[src/rtl/yc_sync_driver.sv]
// yc_sync_driver
//   Clocked host-side driver for a Morphle Logic ycfsm chain. Takes a word
//   over a valid/ready handshake and sends it LSB-first as return-to-empty
//   tokens (Vempty=0, V0=1, V1=2, 3 illegal) on tok_out. It synchronises the
//   asynchronous chain return tok_ret, accepts a symbol only after two equal
//   synchronised samples, and rebuilds the returned bits in res_out.
//
// Ports
//   clk, reset      : clock, asynchronous active-high reset
//   data_in/valid   : word to send and its valid strobe
//   data_ready      : high only in IDLE
//   tok_out         : registered token driven into the chain
//   tok_ret         : chain output (asynchronous)
//   res_out         : returned word (partial updates visible mid-transaction)
//   res_valid       : one-cycle pulse when res_out holds a complete word
//   err, err_code   : sticky error; 1 = value timeout, 2 = empty timeout,
//                     3 = illegal code returned
//   err_clr         : leaves ERROR for IDLE; ignored in every other state
module yc_sync_driver #(
    parameter int WIDTH       = 8,
    parameter int SYNC_STAGES = 2,
    parameter int TIMEOUT     = 255
) (
    input  logic             clk,
    input  logic             reset,
    input  logic [WIDTH-1:0] data_in,
    input  logic             data_valid,
    output logic             data_ready,
    output logic [1:0]       tok_out,
    input  logic [1:0]       tok_ret,
    output logic [WIDTH-1:0] res_out,
    output logic             res_valid,
    output logic             err,
    output logic [1:0]       err_code,
    input  logic             err_clr
);
    localparam int IDXW = (WIDTH > 1) ? $clog2(WIDTH) : 1;

    localparam logic [1:0] VEMPTY = 2'd0;
    localparam logic [1:0] V0     = 2'd1;
    localparam logic [1:0] V1     = 2'd2;
    localparam logic [1:0] VBAD   = 2'd3;

    typedef enum logic [2:0] {IDLE, WAIT_VAL, WAIT_EMPTY, DONE, ERROR} state_t;

    state_t                          state_q;
    logic [SYNC_STAGES-1:0][1:0]     sync_q;
    logic [1:0]                      prev_q;   // previous synchronised sample
    logic [WIDTH-1:0]                word_q;
    logic [IDXW-1:0]                 idx_q;
    logic [7:0]                      cnt_q;
    logic [1:0]                      tok_q;
    logic                            ready_q;
    logic [WIDTH-1:0]                res_q;
    logic                            rv_q;
    logic                            err_q;
    logic [1:0]                      code_q;

    logic [1:0]      s;
    logic            stable;
    logic            val_ok;
    logic            empty_ok;
    logic            bad_ok;
    logic            tmo_hit;
    logic            last_bit;
    logic [IDXW-1:0] idx_nxt;

    assign s        = sync_q[SYNC_STAGES-1];
    assign stable   = (s == prev_q);
    assign val_ok   = stable && (s == V0 || s == V1);
    assign empty_ok = stable && (s == VEMPTY);
    assign bad_ok   = stable && (s == VBAD);
    // The counter reaches TIMEOUT on the edge that moves to ERROR.
    assign tmo_hit  = (cnt_q == 8'(TIMEOUT - 1));
    assign last_bit = (idx_q == IDXW'(WIDTH - 1));
    assign idx_nxt  = idx_q + 1'b1;

    // Synchroniser plus stability register; free-running in every state.
    always_ff @(posedge clk or posedge reset) begin
        if (reset) begin
            sync_q <= '0;
            prev_q <= VEMPTY;
        end else begin
            if (SYNC_STAGES > 1)
                sync_q <= {sync_q[SYNC_STAGES-2:0], tok_ret};
            else
                sync_q <= tok_ret;
            prev_q <= s;
        end
    end

    always_ff @(posedge clk or posedge reset) begin
        if (reset) begin
            state_q <= IDLE;
            word_q  <= '0;
            idx_q   <= '0;
            cnt_q   <= '0;
            tok_q   <= VEMPTY;
            ready_q <= 1'b1;
            res_q   <= '0;
            rv_q    <= 1'b0;
            err_q   <= 1'b0;
            code_q  <= 2'd0;
        end else begin
            rv_q <= 1'b0;
            case (state_q)
                IDLE: begin
                    if (data_valid && ready_q) begin
                        word_q  <= data_in;
                        idx_q   <= '0;
                        cnt_q   <= '0;
                        tok_q   <= data_in[0] ? V1 : V0;
                        ready_q <= 1'b0;
                        state_q <= WAIT_VAL;
                    end
                end
                WAIT_VAL: begin
                    if (val_ok) begin
                        res_q[idx_q] <= (s == V1);
                        tok_q        <= VEMPTY;
                        cnt_q        <= '0;
                        state_q      <= WAIT_EMPTY;
                    end else if (bad_ok) begin
                        tok_q   <= VEMPTY;
                        err_q   <= 1'b1;
                        code_q  <= 2'd3;
                        state_q <= ERROR;
                    end else if (tmo_hit) begin
                        cnt_q   <= cnt_q + 8'd1;
                        tok_q   <= VEMPTY;
                        err_q   <= 1'b1;
                        code_q  <= 2'd1;
                        state_q <= ERROR;
                    end else begin
                        cnt_q <= cnt_q + 8'd1;
                    end
                end
                WAIT_EMPTY: begin
                    if (empty_ok) begin
                        cnt_q <= '0;
                        if (last_bit) begin
                            rv_q    <= 1'b1;
                            state_q <= DONE;
                        end else begin
                            idx_q   <= idx_nxt;
                            tok_q   <= word_q[idx_nxt] ? V1 : V0;
                            state_q <= WAIT_VAL;
                        end
                    end else if (tmo_hit) begin
                        cnt_q   <= cnt_q + 8'd1;
                        err_q   <= 1'b1;
                        code_q  <= 2'd2;
                        state_q <= ERROR;
                    end else begin
                        cnt_q <= cnt_q + 8'd1;
                    end
                end
                DONE: begin
                    ready_q <= 1'b1;
                    state_q <= IDLE;
                end
                ERROR: begin
                    tok_q <= VEMPTY;
                    if (err_clr) begin
                        err_q   <= 1'b0;
                        code_q  <= 2'd0;
                        ready_q <= 1'b1;
                        state_q <= IDLE;
                    end
                end
                default: begin
                    tok_q   <= VEMPTY;
                    ready_q <= 1'b1;
                    state_q <= IDLE;
                end
            endcase
        end
    end

    assign data_ready = ready_q;
    assign tok_out    = tok_q;
    assign res_out    = res_q;
    assign res_valid  = rv_q;
    assign err        = err_q;
    assign err_code   = code_q;
endmodule

[config.mk]
export PLATFORM = sky130hd
export DESIGN_NAME = yc_sync_driver
export DESIGN_NICKNAME = d
export VERILOG_FILES = /design/src/rtl/yc_sync_driver.sv
export SDC_FILE = /design/constraint.sdc
export NUM_CORES = 1
export LEC_CHECK = 0
export CORE_UTILIZATION = 55
export CTS_CLUSTER_SIZE = 40
export DETAILED_ROUTE_END_ITERATION = 16
export DONT_BUFFER_PORTS = 1
export GPL_TIMING_DRIVEN = 1
export HOLD_SLACK_MARGIN = 0.03
export PLACE_DENSITY = 0.74
export SYNTH_ARGS = -nofsm -noshare
export SYNTH_HDL_FRONTEND = slang
export SYNTH_SLANG_ARGS = --single-unit
[constraint.sdc]
create_clock -name clk -period 4.9 [get_ports clk]
set_input_delay 0.98 -clock clk [delete_from_list [all_inputs] [get_ports clk]]
set_output_delay 0.98 -clock clk [all_outputs]
set_load 0.03 [all_outputs]
Yosys cells after proc, flatten, opt, wreduce, memory -nomap -nowiden
Cells that the tools add are included.
- add/subtract/negate cells: 2
- multipliers: 0
- div/mod/pow operators: 0
- order comparisons: 3
- equal/unequal tests: 20
- shift operators: 0
- muxes and demuxes: 50
- bitwise logic cells: 2
- reduce and logical (&&, ||, !) cells: 21
- operator list (kind ; count):
    2-to-1 mux 8 bit ; 4
    2-to-1 mux 2 bit ; 15
    2-to-1 mux 3 bit ; 9
    one-hot mux 8 bit (3 select lines) ; 1
    != test 2 bit (second input constant) ; 7
    2-to-1 mux 1 bit ; 12
    one-hot mux 3 bit (4 select lines) ; 1
    adder 8 x 1 -> 8 bit (second input constant) ; 1
    bitwise mux 8 bit ; 1
    equality test 8 bit (second input constant) ; 1
    less-than comparator 3 x 4 -> 1 bit (second input constant) ; 2
    one-hot mux 2 bit (4 select lines) ; 1
    AND reduction 4 bit ; 2
    equality test 3 x 2 -> 1 bit (second input constant) ; 2
    equality test 3 bit (second input constant) ; 2
    != test 3 bit (second input constant) ; 2
    one-hot mux 1 bit (3 select lines) ; 2
    one-hot mux 2 bit (3 select lines) ; 1
    one-hot mux 3 bit (2 select lines) ; 1
    AND reduction 2 bit ; 3
    AND reduction 3 bit ; 2
    AND reduction 6 bit ; 1
    nonzero test 3 bit ; 2
    logical AND 1 bit ; 5
    16 further kinds ; 18
- bits in registers: 43
- bits in latches: 0
- memory bits (writable): 0
- ROM bits: 0
- bits of input ports: 14
- output and inout port bits: 15
- logic and storage cells: 111
- memories kept: 0

Depth between registers and ports, before layout
Gate-level depths: netlist (run 1).
- word-level depth: 7
- mapped depth: 7
- gate-level depth less buffers: 7

Worst setup path before layout (run 1)
No wires, ideal clock.
- kind: flip-flop to flip-flop
- from: register idx_q[1]
- to: register tok_q[1] (netlist: tok_out[1])
- library setup time: 0.127 ns
- arrival time: 2.200 ns
- data required time: 4.773 ns
- path slack: 2.573 ns
- cell stages (with the launch flop): 7
- path buffers: 0
- period minus slack after synthesis: 2.327 ns
- path through: dfrtp_1 ha_1 ha_1 mux4_2 mux2_2 a22o_1 mux2_1
- word-level cells in the longest chain between the ends: 7
- elaborated cells on any way between the ends: 10
- those cells by class: add/sub (1); eq/ne (2); mux (6); reduce/logical (1)
- RTL lines (element ; line ; source):
    start: declaration ; 50 ; logic [IDXW-1:0] idx_q;
    start signal: assignment ; 145 ; idx_q <= idx_nxt;
    adder 3 x 1 -> 3 bit ; 76 ; assign idx_nxt = idx_q + 1'b1;
    binary-select mux 1 bit (select 3 bit) ; 146 ; tok_q <= word_q[idx_nxt] ? V1 : V0;
    2-to-1 mux 1 bit (implied by the code) ; 146 ;
    2-to-1 mux 2 bit ; 146 ;
    2-to-1 mux 2 bit ; 141 ; if (last_bit) begin
    2-to-1 mux 2 bit ; 139 ; if (empty_ok) begin
    one-hot mux 2 bit (4 select lines) ; 106 ; case (state_q)
    end signal: assignment ; 112 ; tok_q <= data_in[0] ? V1 : V0;
    end signal: assignment ; 146 ;
    end: declaration ; 52 ; logic [1:0] tok_q;
Several ways; a longest one is shown, not always the timed one. The select of a mux whose other input is x is not followed.
A chain may end at the register's enable or synchronous reset.

Worst setup path in the final report (run 1)
- from: register idx_q[0]
- to: register tok_q[1] (netlist: tok_out[1])
Same word-level chain as after synthesis.

==> summary by stage, run 1 <==
Floorplanning
The standard-cell row count is 22. The count of boundary I/O pins is 29. The chip height is 65.73 um.

The initial utilization of the core area, before any placement, comes to 59.22%. The die width is 65.73 um. The floorplan die area is 4320 sq um. The region available for standard cell placement spans 3771 sq um.

Synth
The dominant synthesized flop cell is dfrtp_1. Summing the sequential cell areas from Yosys gives between 40% and 50% of the chip area. Synthesis inferred 43 register bits. Counting flops with a built-in enable in the synthesized netlist gives 0.

Synthesis handed over a netlist of around 190 instances. The count of cell types in the netlist is 55. The post-synth net total is 212.

After synthesis, the cell types taking the most area are dfrtp_1 (47%), mux2_2 (8.6%), ha_1 (3.9%). The netlist area before placement is 2233 sq um. The share of synthesized flip-flops with an asynchronous set or reset is 100.0%. For this run, the number of Yosys warnings is 0. The biggest area contributor in the post-synthesis netlist is dfrtp_1. In this run the mean area of a mapped cell was 11.69 sq um. In this run the biggest area consumer among cell types represents between 40% and 50% of the synthesized area.

Clock tree
Clock latency on the worst-skew pair, taken at its later pin, is 0.29 ns. The CTS root buffer is clkbuf_8. TritonCTS built the clock tree. Post-CTS timing repair inserted 0 buffers for setup.

The number of gates resized after CTS was 0. The longest clock path from root to sink contains 2 buffers. The count of H-tree levels built during CTS is 2. CTS saw 43 sinks.

Hold repair after CTS inserted 0 buffers. The CTS clock-pin slew for the worst setup and hold paths is 0.08 ns. TritonCTS created 5 clock buffers.

Job
Across the run, the number of max-cap violations was 0.

Power and ir drop
The maximum resistive drop on vdd is 0.3336 mV. Power spread over the standard cell area amounts to 495.4 nW/um^2. The standby leakage power is 1.096 nW.

Setup path
The top fanout value on the critical path is 9. The kind of start point of the critical path is a flop. The arrival time at the worst endpoint is 2.71 ns.

The reg-to-reg critical path endpoint is tok_out[1]. The depth of the worst register-to-register path is 6. The setup path with the least slack is of type flop to flop. The data required time at the worst endpoint is just over 5 ns. The worst register-to-register path begins at idx_q[0]. The nature of the critical path endpoint is a flop.

The setup slack of the most critical reg-to-reg path is about 2.4 ns.

Place
The routability congestion estimate from global placement is 0.8248. The placed wire-length estimate after detailed placement is a little over 3000 um. Timing analysis after detailed placement gives a worst setup slack of 2.378 ns. The count of buffers from port buffering is 0.

Detailed routing
Dividing the detail-routed wire length by the instance count gives 17.25 um. The count of nets left with antenna violations once routing finished came out at 0. After detailed routing, the total wire length is 4139 um. The first detailed-routing pass ran for 4 iterations. For this run, design rule violations remaining after detail routing come to 0.

For this block, the via count after detailed routing is 1,451. The post-detailed-route via-to-cell ratio is 6.046. The count of routing violations after the opening detailed-route iteration is 86.

STA
The minimum period implied by the final worst setup slack is ~2.5 ns. For the final database, setup skew stands at around 0.0074 ns. The share of the clock period used by the worst path is around half.

The number of failing hold endpoints at the final stage is 0. Setup repair after global routing left no endpoint under its margin. The worst-case headroom to the max-slew limit is 55.38%.

The total setup violations reported at the end of the flow is 0. The final number of max-transition violations came to 0. The final setup slack of the worst path is 2.362 ns. The peak clock frequency supported by timing is 0.3939 GHz.

For the pin with the worst max-slew slack, the measured transition is 0.6693 ns. After routing, the total negative slack on setup checks comes to 0 ns.

Min path
The terminating pin of the worst hold path is s[0]. The cell count of the worst hold path is 0. The path category of the worst min-delay check is flop to flop. The worst hold path begins at sync_q[0].

Status
The run finished with clean final reports.

Cells and area
The area growth from synthesis to final layout is 4.818%. The number of filler instances in the final layout is 302. Leaving out fill and tap cells, the most frequent cell in the layout is dfrtp_1. The number of antenna diodes in the final layout is 0. The top cell types in the final layout, fill and taps aside, are dfrtp_1 (42), mux2_2 (17), inv_1 (12), o21ai_0 (12), nor2_1 (10).

The share of post-route cells with drive strength above 1 is between 20% and 30%. The number of nets in the final layout is 213.

Global route
The first global-routing pass estimated a little over 7000 um of wire. The initial antenna violation count is 0. The maximum number of pins on one net before global-route repair is 44.

Global routing finished with a remaining overflow of 0. The total global-route track usage is between 20% and 30%. The via count of the first global-routing pass is 1,545.
==> worst max-delay path by stage <==
| stage | from | slack [ns] | endpoint | cells past startpoint |
|---|---|---|---|---|
| 6_report | idx_q[0] | 2.36 | tok_out[1] | 6 |
| 5_1_grt | idx_q[0] | 2.24 | tok_out[1] | 6 |
| 4_1_cts | idx_q[0] | 2.36 | tok_out[1] | 6 |
| 3_5_place_dp | idx_q[0] | 2.38 | tok_out[1] | 6 |
| 3_3_place_gp | idx_q[0] | 2.46 | tok_out[1] | 6 |
| 2_1_floorplan | idx_q[1] | 2.57 | tok_out[1] | 6 |
==> layer usage <==
layer  vias up  GRT usage [%]  part of all wire, %  routed length (um)
li1        698              -                    -                   -
met1       715          27.47                   45                1858
met2        32          34.95                   48                1993
met3         6          7.118                  5.2                 215
met4         0          8.152                  1.7                  72
met5         -              0                    0                   0
==> power by group <==
part | internal, W | leakage, nW | total, W | switching, W
sequential | 0.000433 | 0.561 | 0.000590 | 0.000156
combinational | 0.000168 | 0.488 | 0.000348 | 0.000180
clock | 0.000111 | 0.0470 | 0.000222 | 0.000112
==> stage by stage <==
stage                     total power (W)  hold WS, ns  cells  util [%]  instance area [sq um]
after floorplan                 0.0008673       0.3312    191         -                   2233
after global placement          0.0009190       0.3387    233     59.75                   2253
after detailed placement        0.0009427       0.3428    233     59.75                   2253
after CTS                        0.001162       0.3590    240     62.08                   2341
after global routing             0.001236       0.3721    240     62.08                   2341
final                            0.001160       0.3562    240     62.08                   2341
==> layout make-up <==
class,instances,area [sq um],share of cell area [%]
Clock buffer,6,82.58,3.528
Clock inverter,1,5.005,0.2138
Inverter,12,45.04,1.924
Multi-Input combinational cell,129,1064,45.43
Sequential cell,43,1077,46.02
Tap cell,48,60.06,2.565
Timing Repair Buffer,1,7.507,0.3207
==> state kept, by name (all words and copies together), names as in the netlist <==
signal and cells:
s 2, res_out 8, idx_q 3, state_q 3, sync_q 2, tok_out 2
cnt_q 8, err 1, data_ready 1, res_valid 1, prev_q 2, word_q 8
err_code 2
==> cell families (layout without fill, tap and decap cells) <==
group | Yosys count | after routing | share of synthesized area [%]
flip-flops | 43 | 43 | 48.24
AND/OR/NAND/NOR | 57 | 57 | 15.80
adder cells (fa/ha/maj) | 7 | 7 | 3.921
buffers and inverters | 19 | 20 | 4.145
AO/OA/AOI/OAI | 34 | 34 | 11.32
XOR/XNOR | 7 | 7 | 3.417
multiplexers | 24 | 24 | 13.16
==> critical path: stages (launching register included) <==
cell     delay (ns)
dfrtp_1        0.50
ha_1           0.26
ha_1           0.36
mux4_2         0.50
mux2_2         0.29
a22o_1         0.23
mux2_1         0.29
==> synthesized netlist by cell type (3+ instances only) <==
| cell | count |
|---|---|
| nand3b_1 | 3 |
| ha_1 | 7 |
| nor2b_1 | 3 |
| dfrtp_1 | 42 |
| buf_2 | 3 |
| nor2_1 | 10 |
| o21ai_0 | 12 |
| nand4_1 | 4 |
| mux2_2 | 17 |
| inv_1 | 12 |
| xor2_1 | 5 |
| nor4_1 | 5 |
| nand3_1 | 7 |
| nand2_1 | 6 |
No activity file was read; power rests on OpenSTA's default activity.
==> run 2: changes to the inputs <==
==> constraint.sdc (replaced) <==
create_clock -name clk -period 2.44 [get_ports clk]
set_input_delay 0.488 -clock clk [delete_from_list [all_inputs] [get_ports clk]]
set_output_delay 0.488 -clock clk [all_outputs]
set_load 0.03 [all_outputs]
==> summary by stage, run 2 (synthesis gave the netlist of run 1 again) <==
Place
The placed wire-length estimate after detailed placement is 2999 um (was 3025 um). The routability congestion estimate from global placement came to 0.8544 (was 0.8248). The worst setup timing slack at the placement stage is 0.08058 ns (was 2.378 ns). The count of buffers from port buffering came to 0 (unchanged).

Min path
The path category of the worst min-delay check was input pin to asynchronous set/reset pin (was flop to flop).

Clock tree
The CTS clock-pin slew for the worst setup and hold paths came to 0.08 ns (about the same). The post-CTS setup buffer count came to 0 (unchanged). The count of H-tree levels built during CTS is 2 (unchanged). The clock tree from TritonCTS is yes (unchanged). The CTS root buffer is clkbuf_8 (unchanged). The maximum clock path buffer count is 2 (unchanged). The clock sink total came to 43 (unchanged). The clock latency reported for the late side of the worst-skew pair is 0.29 ns (about the same). The post-CTS resize count is 0 (unchanged). The hold-fix buffer count after cts is 0 (unchanged). The number of buffers inserted during clock tree synthesis is 5 (unchanged).

Detailed routing
The post-detailed-route via-to-cell ratio is 6.065 (was 6.046). The wire length per cell after detailed routing is 16.72 um (was 17.25 um). The total number of vias is 1,492 (was 1,451).

The number of nets with antenna violations after routing is 0 (unchanged). The post-detailed-routing wire length is 4114 um (was 4139 um). The number of design rule violations left after detail routing is 0 (unchanged). The count of routing violations after the opening detailed-route iteration is 50 (was 86). The detailed-router iteration count before antenna repair is 4 (unchanged).

Setup path
The setup slack of the most critical reg-to-reg path is 0.13 ns (was 2.36 ns). The nature of the critical path endpoint is a flop (unchanged). The arrival time at the worst endpoint is 2.49 ns (was 2.71 ns).

The kind of start point of the critical path was a flop (unchanged). The data required time at the worst endpoint is 2.62 ns (was 5.07 ns). The depth of the worst register-to-register path is 6 (unchanged).

The worst setup path category is flop to flop (unchanged). The top fanout value on the critical path came to 3 (was 9).

Floorplanning
The count of boundary I/O pins is 29 (unchanged). The effective utilization at floorplan is 59.22% (unchanged). The die width is 65.73 um (unchanged). The area of the core region is 3771 sq um (unchanged). The chip height came to 65.73 um (unchanged).

The floorplan die area is 4320 sq um (unchanged). The standard-cell row count is 22 (unchanged).

Cells and area
Highest-count cells in the layout ignoring fill and taps: dfrtp_1 (42), mux2_2 (17), inv_1 (12), o21ai_0 (12), nor2_1 (10) (unchanged). The share of post-route cells with drive strength above 1 came to 25.25% (was 22.40%). The area growth from synthesis to final layout was 7.787% (was 4.818%). The number of filler instances in the final layout is 301 (was 302). The most common cell after layout, fill and taps aside is dfrtp_1 (unchanged). The number of nets in the final layout is 218 (was 213). The count of inserted antenna diode cells came to 0 (unchanged).

Power and ir drop
The fraction of power spent switching nets came to 37.72% (was 38.61%). The standby leakage power is 1.124 nW (was 1.096 nW). The combinational cell fraction of total power is 33.4% (was 30.0%).

The maximum resistive drop on vdd was 0.6656 mV (was 0.3336 mV). The net switching component of the power was 0.0009298 W (was 0.0004478 W). The overall power consumption is 0.002465 W (was 0.001160 W).

The clock network power share was 20.2% (was 19.2%). The proportion of power drawn by flip-flops and latches is 46.4% (was 50.9%). The internal portion of total power was 0.001535 W (was 0.0007119 W). The power density normalized to cell area is 1024 nW/um^2 (was 495.4 nW/um^2).

STA
The peak clock frequency supported by timing is 0.4333 GHz (was 0.3939 GHz). The number of failing hold endpoints at the final stage is 0 (unchanged). The total setup violations reported at the end of the flow came to 0 (unchanged). The post-route clock skew is 0.005301 ns (was 0.007433 ns). The final setup slack of the worst path was 0.1324 ns (was 2.362 ns). The slew at the pin with the worst max-slew slack was 0.5245 ns (was 0.6693 ns). The accumulated negative setup slack is 0 ns (unchanged). The worst-case headroom to the max-slew limit is 64.82% (was 55.38%). The minimum period implied by the final worst setup slack was 2.308 ns (was 2.538 ns). The share of the clock period used by the worst path is 94.57% (was 51.81%). RSZ-0062 raised after global routing: no (unchanged). The final number of max-transition violations is 0 (unchanged).

Global route
The total congestion overflow after global routing is 0 (unchanged). The initial antenna violation count is 0 (unchanged). The total global-route track usage is 21.65% (was 21.87%). The via count of the first global-routing pass is 1,489 (was 1,545). The global-route wire length before repair is 6900 um (was 7072 um). The maximum number of pins on one net before global-route repair is 44 (unchanged).

Status
Run status: finished clean (unchanged).

Job
The number of violations of the max-capacitance limit is 0 (unchanged).
-- run 2: worst paths after layout --
kind / start / endpoint
min in group clk: tok_ret[0] / sync_q[0]
min reg2reg: sync_q[0] / s[0]
max: idx_q[0] / tok_out[1]
max in group asynchronous: reset / data_ready
min: reset / res_out[6]
max reg2reg: idx_q[0] / tok_out[1]
-- run 2: cell type report --
type,instances,area (sq um),share of cell area [%]
sequential,43,1077,44.75
multi-input combinational,129,1076,44.70
clock buffer,7,96.34,4.002
tap,48,60.06,2.495
timing repair buffer,6,45.04,1.871
inverter,12,45.04,1.871
clock inverter,1,7.507,0.3119
-- run 2: routing by layer --
| metal | up-vias | part of all wire, % | GRT usage, % |
|---|---|---|---|
| li1 | 709 | - | - |
| met1 | 752 | 43 | 26.51 |
| met2 | 25 | 51 | 36.10 |
| met3 | 6 | 3.9 | 5.035 |
| met4 | 0 | 1.3 | 9.511 |
| met5 | - | 0 | 0 |
-- run 2: critical path: stages (launching register included) --
cell	delay (ns)
dfrtp_1	0.39
ha_1	0.23
ha_4	0.29
mux4_2	0.48
mux2_2	0.29
a22o_1	0.23
mux2_1	0.28
-- run 2: power by group through the flow --
| stage | logic [W] | clock network (W) | registers (W) |
|---|---|---|---|
| after floorplan | 0.000657 | 0 | 0.00108 |
| after global placement | 0.000755 | 0 | 0.00114 |
| after detailed placement | 0.000783 | 0 | 0.00116 |
| after CTS | 0.000792 | 0.000506 | 0.00114 |
| after global routing | 0.000921 | 0.000526 | 0.00118 |
| final | 0.000822 | 0.000498 | 0.00114 |
-- run 2: stage by stage --
step	utilization, %	hold WS (ns)	area [sq um]	instances
6_report	63.84	0.2018	2407	246
5_1_grt	63.84	0.2079	2407	246
4_1_cts	63.50	0.2105	2395	246
3_5_place_dp	60.75	0.3355	2291	238
3_3_place_gp	60.75	0.3388	2291	238
2_1_floorplan	-	0.3312	2233	191
==> run 3: changes to the inputs <==
--- a/config.mk
+++ b/config.mk
@@ -5,13 +5,14 @@
 export SDC_FILE = /design/constraint.sdc
 export NUM_CORES = 1
 export LEC_CHECK = 0
-export CORE_UTILIZATION = 55
+export CORE_UTILIZATION = 60
 export CTS_CLUSTER_SIZE = 40
 export DETAILED_ROUTE_END_ITERATION = 16
 export DONT_BUFFER_PORTS = 1
 export GPL_TIMING_DRIVEN = 1
 export HOLD_SLACK_MARGIN = 0.03
-export PLACE_DENSITY = 0.74
+export PLACE_DENSITY = 0.8
+export SKIP_CTS_REPAIR_TIMING = 1
 export SYNTH_ARGS = -nofsm -noshare
 export SYNTH_HDL_FRONTEND = slang
 export SYNTH_SLANG_ARGS = --single-unit
==> summary by stage, run 3 (synthesis gave the netlist of run 1 again) <==
Power and ir drop
The maximum resistive drop on vdd was 0.6633 mV (was 0.6656 mV). The power density normalized to cell area is 1048 nW/um^2 (was 1024 nW/um^2). The standby leakage power is 1.132 nW (was 1.124 nW).

Floorplanning
The area of the core region is 3442 sq um (was 3771 sq um). The die width is 63.01 um (was 65.73 um). The chip height is 63.01 um (was 65.73 um).

The standard-cell row count is 21 (was 22). The count of boundary I/O pins is 29 (unchanged). The effective utilization at floorplan was 64.89% (was 59.22%). The floorplan die area is 3970 sq um (was 4320 sq um).

Setup path
The kind of start point of the critical path is a flop (unchanged). The worst setup path category is flop to flop (unchanged). The nature of the critical path endpoint was a flop (unchanged). The startpoint of the worst setup timing path is idx_q[0] (unchanged). The arrival time at the worst endpoint came to 2.53 ns (was 2.49 ns). The data required time at the worst endpoint is 2.62 ns (about the same). The top fanout value on the critical path is 3 (unchanged). The reg-to-reg critical path startpoint was idx_q[0] (unchanged).

Clock tree
The CTS clock-pin slew for the worst setup and hold paths is 0.08 ns (about the same). The CTS root buffer is clkbuf_8 (unchanged). The count of H-tree levels built during CTS is 2 (unchanged). The clock latency reported for the late side of the worst-skew pair is 0.29 ns (about the same). The maximum clock path buffer count came to 2 (unchanged).

The clock sink total is 43 (unchanged). The clock tree from TritonCTS was yes (unchanged). The number of buffers inserted during clock tree synthesis is 5 (unchanged).

Global route
The initial antenna violation count was 0 (unchanged). The global-route wire length before repair is 7120 um (was 6900 um). The maximum number of pins on one net before global-route repair is 44 (unchanged). The total congestion overflow after global routing was 0 (unchanged). The via count of the first global-routing pass is 1,581 (was 1,489).

The total global-route track usage is 23.40% (was 21.65%).

Detailed routing
The post-detailed-routing wire length is 4338 um (was 4114 um). The total number of vias was 1,517 (was 1,492). The wire length per cell after detailed routing is 17.78 um (was 16.72 um).

The number of design rule violations left after detail routing is 0 (unchanged). The number of nets with antenna violations after routing is 0 (unchanged). The post-detailed-route via-to-cell ratio is 6.217 (was 6.065). The count of routing violations after the opening detailed-route iteration is 124 (was 50). The detailed-router iteration count before antenna repair was 4 (unchanged).

Place
The placed wire-length estimate after detailed placement is 3135 um (was 2999 um). The routability congestion estimate from global placement is 0.8213 (was 0.8544). The count of placed standard cells including taps was 236 (was 238). The count of buffers from port buffering is 0 (unchanged).

The worst setup timing slack at the placement stage is 0.03502 ns (was 0.08058 ns).

STA
The final setup slack of the worst path came to 0.08428 ns (was 0.1324 ns). RSZ-0062 raised after global routing: no (unchanged). The share of the clock period used by the worst path is 96.55% (was 94.57%). The final number of max-transition violations was 0 (unchanged). The slew at the pin with the worst max-slew slack is 0.5317 ns (was 0.5245 ns).

The post-route clock skew is 0.005564 ns (was 0.005301 ns). The number of failing hold endpoints at the final stage is 0 (unchanged). The minimum period implied by the final worst setup slack is 2.356 ns (was 2.308 ns). The peak clock frequency supported by timing came to 0.4245 GHz (was 0.4333 GHz).

The total setup violations reported at the end of the flow is 0 (unchanged). The worst-case headroom to the max-slew limit is 64.56% (was 64.82%). The accumulated negative setup slack was 0 ns (unchanged).

Cells and area
The share of post-route cells with drive strength above 1 is 25.25% (unchanged). The most common cell after layout, fill and taps aside is dfrtp_1 (unchanged). The count of inserted antenna diode cells was 0 (unchanged).

The area of the multi-input gates is 1076 sq um (unchanged). The number of nets in the final layout is 218 (unchanged). The area growth from synthesis to final layout is 8.067% (was 7.787%). The final standard cell count with taps included and fillers excluded came to 244 (was 246). The number of filler instances in the final layout is 246 (was 301).

Highest-count cells in the layout ignoring fill and taps: dfrtp_1 (42), mux2_2 (17), inv_1 (12), o21ai_0 (12), nor2_1 (10) (unchanged). The register cell area after layout is 1077 sq um (unchanged).

Status
Run status: finished clean (unchanged).

Min path
The path category of the worst min-delay check is input pin to asynchronous set/reset pin (unchanged).

Job
The number of violations of the max-capacitance limit is 0 (unchanged).
run 3: changes by cell type in the layout (fill, tap and decap cells not counted):
cell        previous run  this run
clkbuf_8               7         5
clkinv_4               0         1
bufinv_16              0         1
clkinv_2               0         1
clkinvlp_4             1         0
run 3: worst max-delay path: stages, from the launching register on:
cell	delay [ns]
dfrtp_1	0.39
ha_1	0.24
ha_4	0.30
mux4_2	0.49
mux2_2	0.29
a22o_1	0.24
mux2_1	0.29
run 3: cell type report:
| class | count | area share [%] |
|---|---|---|
| inverter | 12 | 1.866 |
| timing repair buffer | 6 | 1.866 |
| clock inverter | 3 | 1.814 |
| sequential | 43 | 44.63 |
| multi-input combinational | 129 | 44.58 |
| tap | 46 | 2.385 |
| clock buffer | 5 | 2.851 |
run 3: report_power, final:
part,internal [W],switching [W]
Sequential,0.000871,0.000279
Clock,0.000305,0.000236
Combinational,0.000411,0.000428
run 3: layer usage:
metal	vias to the layer above	share of wire (%)	track usage, %
li1	705	-	-
met1	767	42	28.45
met4	0	0.85	8.430
met3	4	5.0	8.577
met5	-	0	0
met2	41	52	37.90
run 3: final timing paths:
kind | end | slack, ns | cells after the start
setup reg to reg | tok_out[1] | 0.08 | 6
setup / recovery | tok_out[1] | 0.08 | 6
max in group asynchronous | data_ready | 1.84 | 2
hold / removal | sync_q[0] | 0.20 | 2
hold reg to reg | s[0] | 0.36 | 0
min in group clk | sync_q[0] | 0.22 | 0
run 3: through the flow:
step                hold WS [ns]  instance area, sq um  total power [W]  util, %
finish                    0.2012                  2414         0.002530    70.12
global route              0.1989                  2414         0.002683    70.12
CTS                       0.2138                  2401         0.002495    69.76
detailed placement        0.3457                  2288         0.001949    66.48
global placement          0.3435                  2288         0.001887    66.48
floorplan                 0.3312                  2233         0.001742        -
